==> src/rtl/rv32i_pkg.sv <==
// Shared RV32I pipeline definitions: register-file geometry, flush FSM states
// and the all-zero control word injected as a bubble.
package rv32i_pkg;

    localparam int NREG   = 32;
    localparam int RIDX_W = 5;

    typedef enum logic {
        IDLE  = 1'b0,
        FLUSH = 1'b1
    } flush_state_t;

    typedef struct packed {
        logic [1:0] wb;
        logic [1:0] mem;
        logic [3:0] exe;
    } crt_t;

    localparam crt_t CRT_NOP = '0;

endpackage

==> src/rtl/hazard_scoreboard_if.sv <==
// Decode/writeback hazard bus: ID/EX fields and retire stream in,
// pipeline-register controls and scoreboard view out.
interface hazard_scoreboard_if #(
    parameter int NREG   = 32,
    parameter int RIDX_W = 5
);
    logic              id_valid;
    logic [RIDX_W-1:0] id_rs1;
    logic [RIDX_W-1:0] id_rs2;
    logic              id_rs1_used;
    logic              id_rs2_used;
    logic [RIDX_W-1:0] id_rd;
    logic              id_is_load;
    logic              ex_branch_taken;
    logic              wb_valid;
    logic [RIDX_W-1:0] wb_rd;
    logic              stall_if;
    logic              bubble_ex;
    logic              flush_id;
    logic              issue;
    logic [NREG-1:0]   busy_vec;

    modport master (
        output id_valid, id_rs1, id_rs2, id_rs1_used, id_rs2_used, id_rd,
               id_is_load, ex_branch_taken, wb_valid, wb_rd,
        input  stall_if, bubble_ex, flush_id, issue, busy_vec
    );

    modport slave (
        input  id_valid, id_rs1, id_rs2, id_rs1_used, id_rs2_used, id_rd,
               id_is_load, ex_branch_taken, wb_valid, wb_rd,
        output stall_if, bubble_ex, flush_id, issue, busy_vec
    );
endinterface

==> src/rtl/hazard_scoreboard_load_scoreboard.sv <==
// Pending-load scoreboard: one busy bit per architectural register, with
// writeback-bypassed lookups for the two ID source operands.
module load_scoreboard #(
    parameter int NREG   = 32,
    parameter int RIDX_W = 5
) (
    input  logic              clk,
    input  logic              rst,
    input  logic              i_set_en,
    input  logic [RIDX_W-1:0] i_set_idx,
    input  logic              i_clr_en,
    input  logic [RIDX_W-1:0] i_clr_idx,
    input  logic [RIDX_W-1:0] i_rs1,
    input  logic [RIDX_W-1:0] i_rs2,
    output logic [NREG-1:0]   o_busy,
    output logic              o_rs1_busy,
    output logic              o_rs2_busy
);
    import rv32i_pkg::*;

    logic [NREG-1:0] r_busy;
    logic [NREG-1:0] w_clr_mask;
    logic [NREG-1:0] w_set_mask;
    logic [NREG-1:0] w_eff_busy;
    logic [NREG-1:0] w_busy_nxt;

    // Register file is write-first, so a same-cycle writeback already resolves the hazard.
    always_comb begin
        w_clr_mask = '0;
        w_set_mask = '0;
        if (i_clr_en) w_clr_mask[i_clr_idx] = 1'b1;
        if (i_set_en) w_set_mask[i_set_idx] = 1'b1;
        w_eff_busy    = r_busy & ~w_clr_mask;
        w_busy_nxt    = w_eff_busy | w_set_mask;
        w_busy_nxt[0] = 1'b0;
    end

    always_ff @(posedge clk or negedge rst) begin
        if (!rst) r_busy <= '0;
        else      r_busy <= w_busy_nxt;
    end

    assign o_busy     = r_busy;
    assign o_rs1_busy = w_eff_busy[i_rs1];
    assign o_rs2_busy = w_eff_busy[i_rs2];

endmodule

==> src/rtl/hazard_scoreboard.sv <==
// Decode-side hazard controller: load-use stalls from the scoreboard and a
// fixed-length flush after every taken branch.
module hazard_scoreboard #(
    parameter int NREG     = rv32i_pkg::NREG,
    parameter int RIDX_W   = rv32i_pkg::RIDX_W,
    parameter int BR_FLUSH = 2
) (
    input  logic               clk,
    input  logic               rst,
    hazard_scoreboard_if.slave bus
);
    import rv32i_pkg::*;

    localparam logic [2:0] FL_LOAD = 3'(BR_FLUSH - 1);

    flush_state_t    r_state;
    flush_state_t    w_state_nxt;
    logic [2:0]      r_fcnt;
    logic [2:0]      w_fcnt_nxt;
    logic [NREG-1:0] w_busy;
    logic            w_rs1_busy;
    logic            w_rs2_busy;
    logic            w_raw;
    logic            w_flushing;
    logic            w_issue;
    logic            w_set_en;

    // Issue is already gated by flushing, so a killed load never marks its rd busy.
    assign w_set_en = w_issue & bus.id_is_load & (bus.id_rd != '0);

    load_scoreboard #(
        .NREG   (NREG),
        .RIDX_W (RIDX_W)
    ) u_sb (
        .clk        (clk),
        .rst        (rst),
        .i_set_en   (w_set_en),
        .i_set_idx  (bus.id_rd),
        .i_clr_en   (bus.wb_valid),
        .i_clr_idx  (bus.wb_rd),
        .i_rs1      (bus.id_rs1),
        .i_rs2      (bus.id_rs2),
        .o_busy     (w_busy),
        .o_rs1_busy (w_rs1_busy),
        .o_rs2_busy (w_rs2_busy)
    );

    // The branch cycle itself counts toward the flush, so FLUSH lasts BR_FLUSH-1 cycles.
    always_comb begin
        w_state_nxt = r_state;
        w_fcnt_nxt  = r_fcnt;
        if (bus.ex_branch_taken) begin
            if (BR_FLUSH > 1) begin
                w_state_nxt = FLUSH;
                w_fcnt_nxt  = FL_LOAD;
            end else begin
                w_state_nxt = IDLE;
                w_fcnt_nxt  = '0;
            end
        end else if (r_state == FLUSH) begin
            if (r_fcnt <= 3'd1) begin
                w_state_nxt = IDLE;
                w_fcnt_nxt  = '0;
            end else begin
                w_fcnt_nxt  = r_fcnt - 3'd1;
            end
        end
    end

    always_ff @(posedge clk or negedge rst) begin
        if (!rst) begin
            r_state <= IDLE;
            r_fcnt  <= '0;
        end else begin
            r_state <= w_state_nxt;
            r_fcnt  <= w_fcnt_nxt;
        end
    end

    assign w_flushing = bus.ex_branch_taken | (r_state == FLUSH);
    assign w_raw      = bus.id_valid & ((bus.id_rs1_used & w_rs1_busy) |
                                        (bus.id_rs2_used & w_rs2_busy));
    assign w_issue    = bus.id_valid & ~w_raw & ~w_flushing;

    // Outputs are held low for the whole time reset is asserted.
    assign bus.flush_id  = rst & w_flushing;
    assign bus.bubble_ex = rst & (w_flushing | w_raw);
    assign bus.stall_if  = rst & w_raw & ~w_flushing;
    assign bus.issue     = rst & w_issue;
    assign bus.busy_vec  = w_busy & {NREG{rst}};

endmodule

==> src/flat_wrapper.sv <==
// flat-port wrapper written by rule: the top's interface ports become plain ports
module hazard_scoreboard_flat import rv32i_pkg::*;
#(
    parameter int NREG     = rv32i_pkg::NREG,
    parameter int RIDX_W   = rv32i_pkg::RIDX_W,
    parameter int BR_FLUSH = 2
)
  (clk, rst, bus_id_valid, bus_id_rs1, bus_id_rs2, bus_id_rs1_used, bus_id_rs2_used, bus_id_rd, bus_id_is_load, bus_ex_branch_taken, bus_wb_valid, bus_wb_rd, bus_stall_if, bus_bubble_ex, bus_flush_id, bus_issue, bus_busy_vec);
  hazard_scoreboard_if #(.NREG(NREG), .RIDX_W(RIDX_W)) bus_i ();
  input  logic clk;
  input  logic rst;
  input wire logic [$bits(bus_i.id_valid)-1:0] bus_id_valid;
  input wire logic [$bits(bus_i.id_rs1)-1:0] bus_id_rs1;
  input wire logic [$bits(bus_i.id_rs2)-1:0] bus_id_rs2;
  input wire logic [$bits(bus_i.id_rs1_used)-1:0] bus_id_rs1_used;
  input wire logic [$bits(bus_i.id_rs2_used)-1:0] bus_id_rs2_used;
  input wire logic [$bits(bus_i.id_rd)-1:0] bus_id_rd;
  input wire logic [$bits(bus_i.id_is_load)-1:0] bus_id_is_load;
  input wire logic [$bits(bus_i.ex_branch_taken)-1:0] bus_ex_branch_taken;
  input wire logic [$bits(bus_i.wb_valid)-1:0] bus_wb_valid;
  input wire logic [$bits(bus_i.wb_rd)-1:0] bus_wb_rd;
  output wire logic [$bits(bus_i.stall_if)-1:0] bus_stall_if;
  output wire logic [$bits(bus_i.bubble_ex)-1:0] bus_bubble_ex;
  output wire logic [$bits(bus_i.flush_id)-1:0] bus_flush_id;
  output wire logic [$bits(bus_i.issue)-1:0] bus_issue;
  output wire logic [$bits(bus_i.busy_vec)-1:0] bus_busy_vec;
  assign bus_i.id_valid = bus_id_valid;
  assign bus_i.id_rs1 = bus_id_rs1;
  assign bus_i.id_rs2 = bus_id_rs2;
  assign bus_i.id_rs1_used = bus_id_rs1_used;
  assign bus_i.id_rs2_used = bus_id_rs2_used;
  assign bus_i.id_rd = bus_id_rd;
  assign bus_i.id_is_load = bus_id_is_load;
  assign bus_i.ex_branch_taken = bus_ex_branch_taken;
  assign bus_i.wb_valid = bus_wb_valid;
  assign bus_i.wb_rd = bus_wb_rd;
  assign bus_stall_if = bus_i.stall_if;
  assign bus_bubble_ex = bus_i.bubble_ex;
  assign bus_flush_id = bus_i.flush_id;
  assign bus_issue = bus_i.issue;
  assign bus_busy_vec = bus_i.busy_vec;
  hazard_scoreboard #(.NREG(NREG), .RIDX_W(RIDX_W), .BR_FLUSH(BR_FLUSH)) u_core (.clk(clk), .rst(rst), .bus(bus_i));
endmodule
==> config.mk <==
export PLATFORM = sky130hd
export DESIGN_NAME = hazard_scoreboard_flat
export DESIGN_NICKNAME = d
export VERILOG_FILES = /design/src/rtl/rv32i_pkg.sv /design/src/rtl/hazard_scoreboard_if.sv /design/src/rtl/hazard_scoreboard_load_scoreboard.sv /design/src/rtl/hazard_scoreboard.sv /design/src/flat_wrapper.sv
export SDC_FILE = /design/constraint.sdc
export NUM_CORES = 1
export LEC_CHECK = 0
export BUFFER_PORTS_ARGS = -buffer_cell sky130_fd_sc_hd__buf_2
export CORE_ASPECT_RATIO = 0.9
export CORE_MARGIN = 1
export CORE_UTILIZATION = 56
export DETAILED_ROUTE_END_ITERATION = 12
export HOLD_SLACK_MARGIN = 0.06
export PLACE_DENSITY = 0.82
export SETUP_SLACK_MARGIN = 0.1
export SYNTH_ARGS = -nofsm -noshare
export SYNTH_HDL_FRONTEND = slang
export SYNTH_HIERARCHICAL = 1
export SYNTH_SLANG_ARGS = --single-unit
==> constraint.sdc <==
create_clock -name clk -period 7.7 [get_ports clk]
set_input_delay 1.155 -clock clk [delete_from_list [all_inputs] [get_ports clk]]
set_output_delay 1.155 -clock clk [all_outputs]
set_load 0.05 [all_outputs]
== After elaboration in Yosys (flattened, before gate mapping) ==
Cells that the tools add are included.

* $add $sub $neg: 1
* Order comparisons: 7
* Multiplexer cells: 16
* Bitwise logic cells: 21
* Reduce and logical (&&, ||, !) cells: 4

{| class="wikitable"
|+ Operator list
! operator !! number
|-
| bitwise AND 32 bit || 2
|-
| two-way mux 32 bit || 2
|-
| inverter 32 bit || 1
|-
| OR 32 bit || 1
|-
| < comparator 5 x 6 -> 1 bit (second input constant) || 4
|-
| bitwise AND 1 bit || 12
|-
| binary-select mux 1 bit (select 5 bit) || 2
|-
| demux 1 bit (select 5 bit) || 2
|-
| >= comparator 5 x 1 -> 1 bit (second input constant) || 2
|-
| two-way mux 3 bit || 3
|-
| two-way mux 1 bit || 7
|-
| nonzero test 5 bit || 1
|-
| less-or-equal comparator 3 x 1 -> 1 bit (second input constant) || 1
|-
| OR 1 bit || 3
|-
| subtractor 3 x 1 -> 3 bit (second input constant) || 1
|-
| logical AND 1 bit || 2
|-
| inverter 1 bit || 2
|-
| nonzero test 2 bit || 1
|}

* Register bits: 35
* Input bits: 28
* Output and inout bits: 36
* Logic and storage cells: 52

== Longest topological paths before layout ==
* Depth in word-level cells: 19
* Mapped depth: 13
* Depth with buffers taken out: 11

== Cells and area by module ==
The synthesis kept the hierarchy.

{| class="wikitable"
|+ By module, submodules not included
! module !! times used !! cells an instance !! area an instance (um^2) !! sequential area each (um^2)
|-
| load_scoreboard || 1 || 246 || 2182.1 || 775.7
|-
| hazard_scoreboard || 1 || 68 || 493.0 || 100.1
|}

== Worst setup path before layout ==
OpenSTA, ideal clock, no wires.

* Path type: input -> output
* From: input port bus_wb_rd[0]
* To: output port bus_stall_if
* Arrival time: 3882 ps
* Required time: 6545 ps
* Setup slack: 2663 ps
* Cell stages on the path: 9
* Path buffers: 1
* Cell sequence: buf_2 or2_0 o21ai_1 a32oi_1 nand4_1 o221ai_1 o31a_1 a22oi_1 nor4_1

* Longest elaborated chain between the ends: 14
* Elaborated cells on any way between the ends: 18
* Classes of those cells: order compare (2); mux (7); bitwise (8); reduce/logical (1)

{| class="wikitable"
|+ Ends and longest elaborated chain
! item !! line !! source
|-
| start, declared || flat_wrapper.sv:21 || <nowiki>input wire logic [$bits(bus_i.wb_rd)-1:0] bus_wb_rd;</nowiki>
|-
| < comparator 5 x 6 -> 1 bit (not written as such) or >= comparator 5 x 1 -> 1 bit (tied branches) || hazard_scoreboard_load_scoreboard.sv:31 || <nowiki>if (i_clr_en) w_clr_mask[i_clr_idx] = 1'b1;</nowiki>
|-
| logical AND 1 bit (not written as such) || hazard_scoreboard_load_scoreboard.sv:31 ||
|-
| two-way mux 1 bit (not written as such) || hazard_scoreboard_load_scoreboard.sv:31 ||
|-
| demux 1 bit (select 5 bit) * || hazard_scoreboard_load_scoreboard.sv:31 ||
|-
| two-way mux 32 bit * || hazard_scoreboard_load_scoreboard.sv:31 ||
|-
| inverter 32 bit * || hazard_scoreboard_load_scoreboard.sv:33 || <nowiki>w_eff_busy = r_busy & ~w_clr_mask;</nowiki>
|-
| bitwise AND 32 bit * || hazard_scoreboard_load_scoreboard.sv:33 ||
|-
| binary-select mux 1 bit (select 5 bit) * || hazard_scoreboard_load_scoreboard.sv:44 || <nowiki>assign o_rs1_busy = w_eff_busy[i_rs1];</nowiki>
|-
| two-way mux 1 bit (not written as such) * || hazard_scoreboard_load_scoreboard.sv:44 ||
|-
| net u_core.w_rs1_busy || hazard_scoreboard.sv:21 || <nowiki>logic w_rs1_busy;</nowiki>
|-
| bitwise AND 1 bit * || hazard_scoreboard.sv:81 || <nowiki>assign w_raw = bus.id_valid & ((bus.id_rs1_used & w_rs1_busy) |</nowiki>
|-
| OR 1 bit * || hazard_scoreboard.sv:81 ||
|-
| bitwise AND 1 bit * || hazard_scoreboard.sv:81 ||
|-
| bitwise AND 1 bit * (2 in series) || hazard_scoreboard.sv:88 || <nowiki>assign bus.stall_if = rst & w_raw & ~w_flushing;</nowiki>
|-
| end, declared || flat_wrapper.sv:22 || <nowiki>output wire logic [$bits(bus_i.stall_if)-1:0] bus_stall_if;</nowiki>
|}

Mark *: on every way through the listed nets, which the timed path passes. The rest lies on a longest branch. The select of a mux whose other input is x is not followed.

== Worst setup path in the final report ==
* From: input port bus_id_rs2[0]
* To: output port bus_issue

* Longest elaborated chain between the ends: 9

{| class="wikitable"
|+ Ends and longest elaborated chain
! item !! line !! source
|-
| start, declared || flat_wrapper.sv:14 || <nowiki>input wire logic [$bits(bus_i.id_rs2)-1:0] bus_id_rs2;</nowiki>
|-
| binary-select mux 1 bit (select 5 bit) || hazard_scoreboard_load_scoreboard.sv:45 || <nowiki>assign o_rs2_busy = w_eff_busy[i_rs2];</nowiki>
|-
| two-way mux 1 bit (not written as such) || hazard_scoreboard_load_scoreboard.sv:45 ||
|-
| net u_core.w_rs2_busy || hazard_scoreboard.sv:22 || <nowiki>logic w_rs2_busy;</nowiki>
|-
| bitwise AND 1 bit || hazard_scoreboard.sv:82 || <nowiki>(bus.id_rs2_used & w_rs2_busy));</nowiki>
|-
| OR 1 bit || hazard_scoreboard.sv:81 ||
|-
| bitwise AND 1 bit || hazard_scoreboard.sv:81 ||
|-
| inverter 1 bit || hazard_scoreboard.sv:83 || <nowiki>assign w_issue = bus.id_valid & ~w_raw & ~w_flushing;</nowiki>
|-
| bitwise AND 1 bit (2 in series) || hazard_scoreboard.sv:83 ||
|-
| bitwise AND 1 bit || hazard_scoreboard.sv:89 || <nowiki>assign bus.issue = rst & w_issue;</nowiki>
|-
| end, declared || flat_wrapper.sv:25 || <nowiki>output wire logic [$bits(bus_i.issue)-1:0] bus_issue;</nowiki>
|}

The timed path passes the listed nets, and every way through them passes these cells. The select of a mux whose other input is x is not followed.

==> impl_metrics.env <==
export IMPL_status="completed"
export IMPL_yosys_top_cells_area="dfrtp_1 (33%), o21ai_0 (11%), and2_1 (7.5%), mux2_2 (4.6%), mux2i_1 (3.7%)"
export IMPL_fill_cells=385
export IMPL_ys_types=61
export IMPL_die_area_um2=5058
export IMPL_layout_drive_gt1_share_pct=25.00
export IMPL_synth_edf_count=0
export IMPL_syn_area_um2=2675
export IMPL_num_rows=23
export IMPL_boundaryPins=64
export IMPL_tritoncts="done"
export IMPL_drc=0
export IMPL_finalSetupTns_ns=0
export IMPL_place_congestion=1.038
export IMPL_clock_skew_ns=0.006963
export IMPL_grt_util_all_layers_pct=33.15
export IMPL_worstMarginPinSlew_ns=0.6309
export IMPL_cp_end_kind="output port"
export IMPL_timing_fmax_ghz=0.2111
export IMPL_clk_latency_ns=0.29
export IMPL_avgSynthCellArea_um2=8.519
export IMPL_startpoint_type="input port"
export IMPL_syn_nets=344
export IMPL_cts_max_level=2
export IMPL_clk_root_buffer_cell="clkbuf_8"
export IMPL_cts_path_max_buffers=2
export IMPL_p_per_area_nw_per_um2=161.3
export IMPL_synthTopCellsByCount="o21ai_0 (60), dfrtp_1 (35), and2_1 (32)"
export IMPL_synth_top_area_cell="dfrtp_1"
export IMPL_rr_startpoint="u_core/u_sb/o_busy[10]$_DFF_PN0_"
export IMPL_cts_resized=0
export IMPL_syn_inst=314
export IMPL_grt_max_degree=71
export IMPL_synth_top_cell_area_share_pct=32.74
export IMPL_drt_initial_drc_count=429
export IMPL_max_slew_margin_rel_pct=57.94
export IMPL_ir_drop_mv=0.1001
export IMPL_seq_area_frac_synth_pct=32.74
export IMPL_hold_viol_final=0
export IMPL_cp_data_arrival_time_ns=3.58
export IMPL_initial_core_util_pct=59.21
export IMPL_chipWidth_um=74.86
export IMPL_grt_overflow_total=0
export IMPL_setup_viol=0
export IMPL_instances_no_fill=430
export IMPL_finalCriticalPeriod_ns=4.738
export IMPL_antenna_found_initial=0
export IMPL_p_leak_nw=1.421
export IMPL_path_class="in -> out"
export IMPL_r2r_end="u_core/u_sb/o_busy[24]$_DFF_PN0_"
export IMPL_fin_crit_sh_pct=61.53
export IMPL_synth_most_common_cell="o21ai_0"
export IMPL_fin_nets=397
export IMPL_cts_hold_buffers_added=0
export IMPL_min_to="u_core/u_sb/o_busy[3]$_DFF_PN0_"
export IMPL_hold_path_class="reg -> reg"
export IMPL_synth_ff_type="dfrtp_1"
export IMPL_grt_pass1_vias=2504
export IMPL_antenna_cells=0
export IMPL_worst_r2r_setup_slack_ns=4.41
export IMPL_ant_nets=0
export IMPL_crit_required_ns=6.55
export IMPL_drv_slew=0
export IMPL_cp_max_fo=17
export IMPL_cts_sinks=35
export IMPL_io_buffers=62
export IMPL_reg2regPathDepth=11
export IMPL_dp_hpwl_mm=5.415
export IMPL_grt_pass1_wl_mm=12.32
export IMPL_min_path_cells=2
export IMPL_rsz0062_at_grt="false"
export IMPL_cts_made_buffers=5
export IMPL_postCtsSetupBuffers=0
export IMPL_vias=2794
export IMPL_clk_pin_slew_ns=0.07
export IMPL_synthToLayoutAreaGrowth_pct=15.58
export IMPL_core_area_um2=4518
export IMPL_drt_total_wl_mm=7.873
export IMPL_dr_pass1_iters=5
export IMPL_die_h_um=67.57
export IMPL_max_cap_viol_count=0
export IMPL_ys_seq_elements=35
export IMPL_hp_start="u_core/u_sb/o_busy[3]$_DFF_PN0_"
export IMPL_synth_warnings=6
export IMPL_vias_per_cell=6.498
export IMPL_dp_cells=422
export IMPL_wl_per_cell_um=18.31
export IMPL_async_flop_share_pct=100.0
==> where the power goes <==
group,internal (mW),switching [mW]
sequential,0.195,0.00988
clock,0.105,0.0677
combinational,0.0394,0.0824
==> worst max path at each step <==
| stage | slack (ns) | endpoint | startpoint | depth (start not counted) |
|---|---|---|---|---|
| 2_1_floorplan | 2.66 | bus_stall_if | bus_wb_rd[0] | 9 |
| 3_3_place_gp | 3.09 | bus_issue | bus_id_rs2[0] | 10 |
| 3_5_place_dp | 3.04 | bus_issue | bus_id_rs2[0] | 10 |
| 4_1_cts | 3.03 | bus_issue | bus_id_rs2[0] | 10 |
| 5_1_grt | 2.86 | bus_issue | bus_id_rs2[0] | 10 |
| 6_report | 2.96 | bus_issue | bus_id_rs2[0] | 10 |
==> flip-flops by register name, summed over array words and instances, names as in the netlist <==
| name | cells |
|---|---|
| u_core/r_fcnt | 3 |
| u_core/r_state | 1 |
| u_core/u_sb/o_busy | 31 |
==> cell type report <==
type                    count  area (um^2)  share of cell area [%]
multi-input cells         253         1669                   53.99
flip-flops and latches     35        875.8                   28.33
repair buffers             63        317.8                   10.28
clock buffers               6        82.58                   2.671
well taps                  62        77.57                   2.509
clock inverters             2        35.03                   1.133
inverters                   9        33.78                   1.093
==> logic make-up (layout without fill, tap and decap cells) <==
group | Yosys count | count (layout) | share of synthesized area [%]
fa+ha+maj | 2 | 2 | 0.9353
buf+inv | 26 | 80 | 4.864
mux | 23 | 23 | 9.635
xor+xnor | 5 | 5 | 1.637
compound gates | 112 | 112 | 25.30
flops | 35 | 35 | 32.74
simple gates | 110 | 110 | 24.74
other cells | 1 | 1 | 0.1402
==> critical path: stages <==
cell      delay [ns]
buf_2           0.34
mux4_2          0.56
o31a_1          0.12
o21ai_1         0.12
a31oi_1         0.06
a311oi_1        0.28
a31oi_1         0.11
a22oi_1         0.33
and4_1          0.24
buf_2           0.26
==> stage by stage <==
stage | hold WS, ns | power (mW) | setup WS [ns] | utilization (%) | area (um^2)
floorplan | 0.4893 | 0.2900 | 2.663 | - | 2675
global placement | 0.5268 | 0.3229 | 3.093 | 65.83 | 2974
detailed placement | 0.5375 | 0.3260 | 3.039 | 65.83 | 2974
CTS | 0.5596 | 0.4983 | 3.029 | 68.43 | 3092
global route | 0.6080 | 0.5214 | 2.859 | 68.43 | 3092
finish | 0.5670 | 0.4987 | 2.962 | 68.43 | 3092
==> placed cells by master, fill, tap and decap left out, drive strengths merged, types with 2 or more instances in the layout <==
| cell | n |
|---|---|
| dfrtp | 35 |
| or2 | 3 |
| or3 | 2 |
| a31oi | 6 |
| nand4 | 4 |
| nor3b | 2 |
| a22oi | 2 |
| o311a | 3 |
| mux2i | 10 |
| nor3 | 9 |
| nand4b | 3 |
| mux2 | 12 |
| clkbuf | 6 |
| xor2 | 4 |
| or3b | 3 |
| o311ai | 4 |
| o31a | 2 |
| nand2 | 15 |
| o21bai | 2 |
| nor2b | 3 |
| o21ai | 66 |
| o211ai | 6 |
| ha | 2 |
| o221ai | 2 |
| and2 | 32 |
| nand3 | 5 |
| nand4bb | 2 |
| inv | 9 |
| nor4 | 3 |
| a21oi | 8 |
| a21o | 2 |
| buf | 63 |
| nor2 | 11 |
| nand3b | 7 |
| nand2b | 2 |
==> per-layer routing <==
layer  routed length (um)  vias to the layer above  global-route usage [%]
met4                  206                        0                   14.86
li1                     -                     1273                       -
met5                    0                        -                       0
met2                 3388                      212                   49.10
met3                  989                       26                   6.716
met1                 3289                     1283                   46.57
Note: power is estimated with default switching activity, not from simulation.
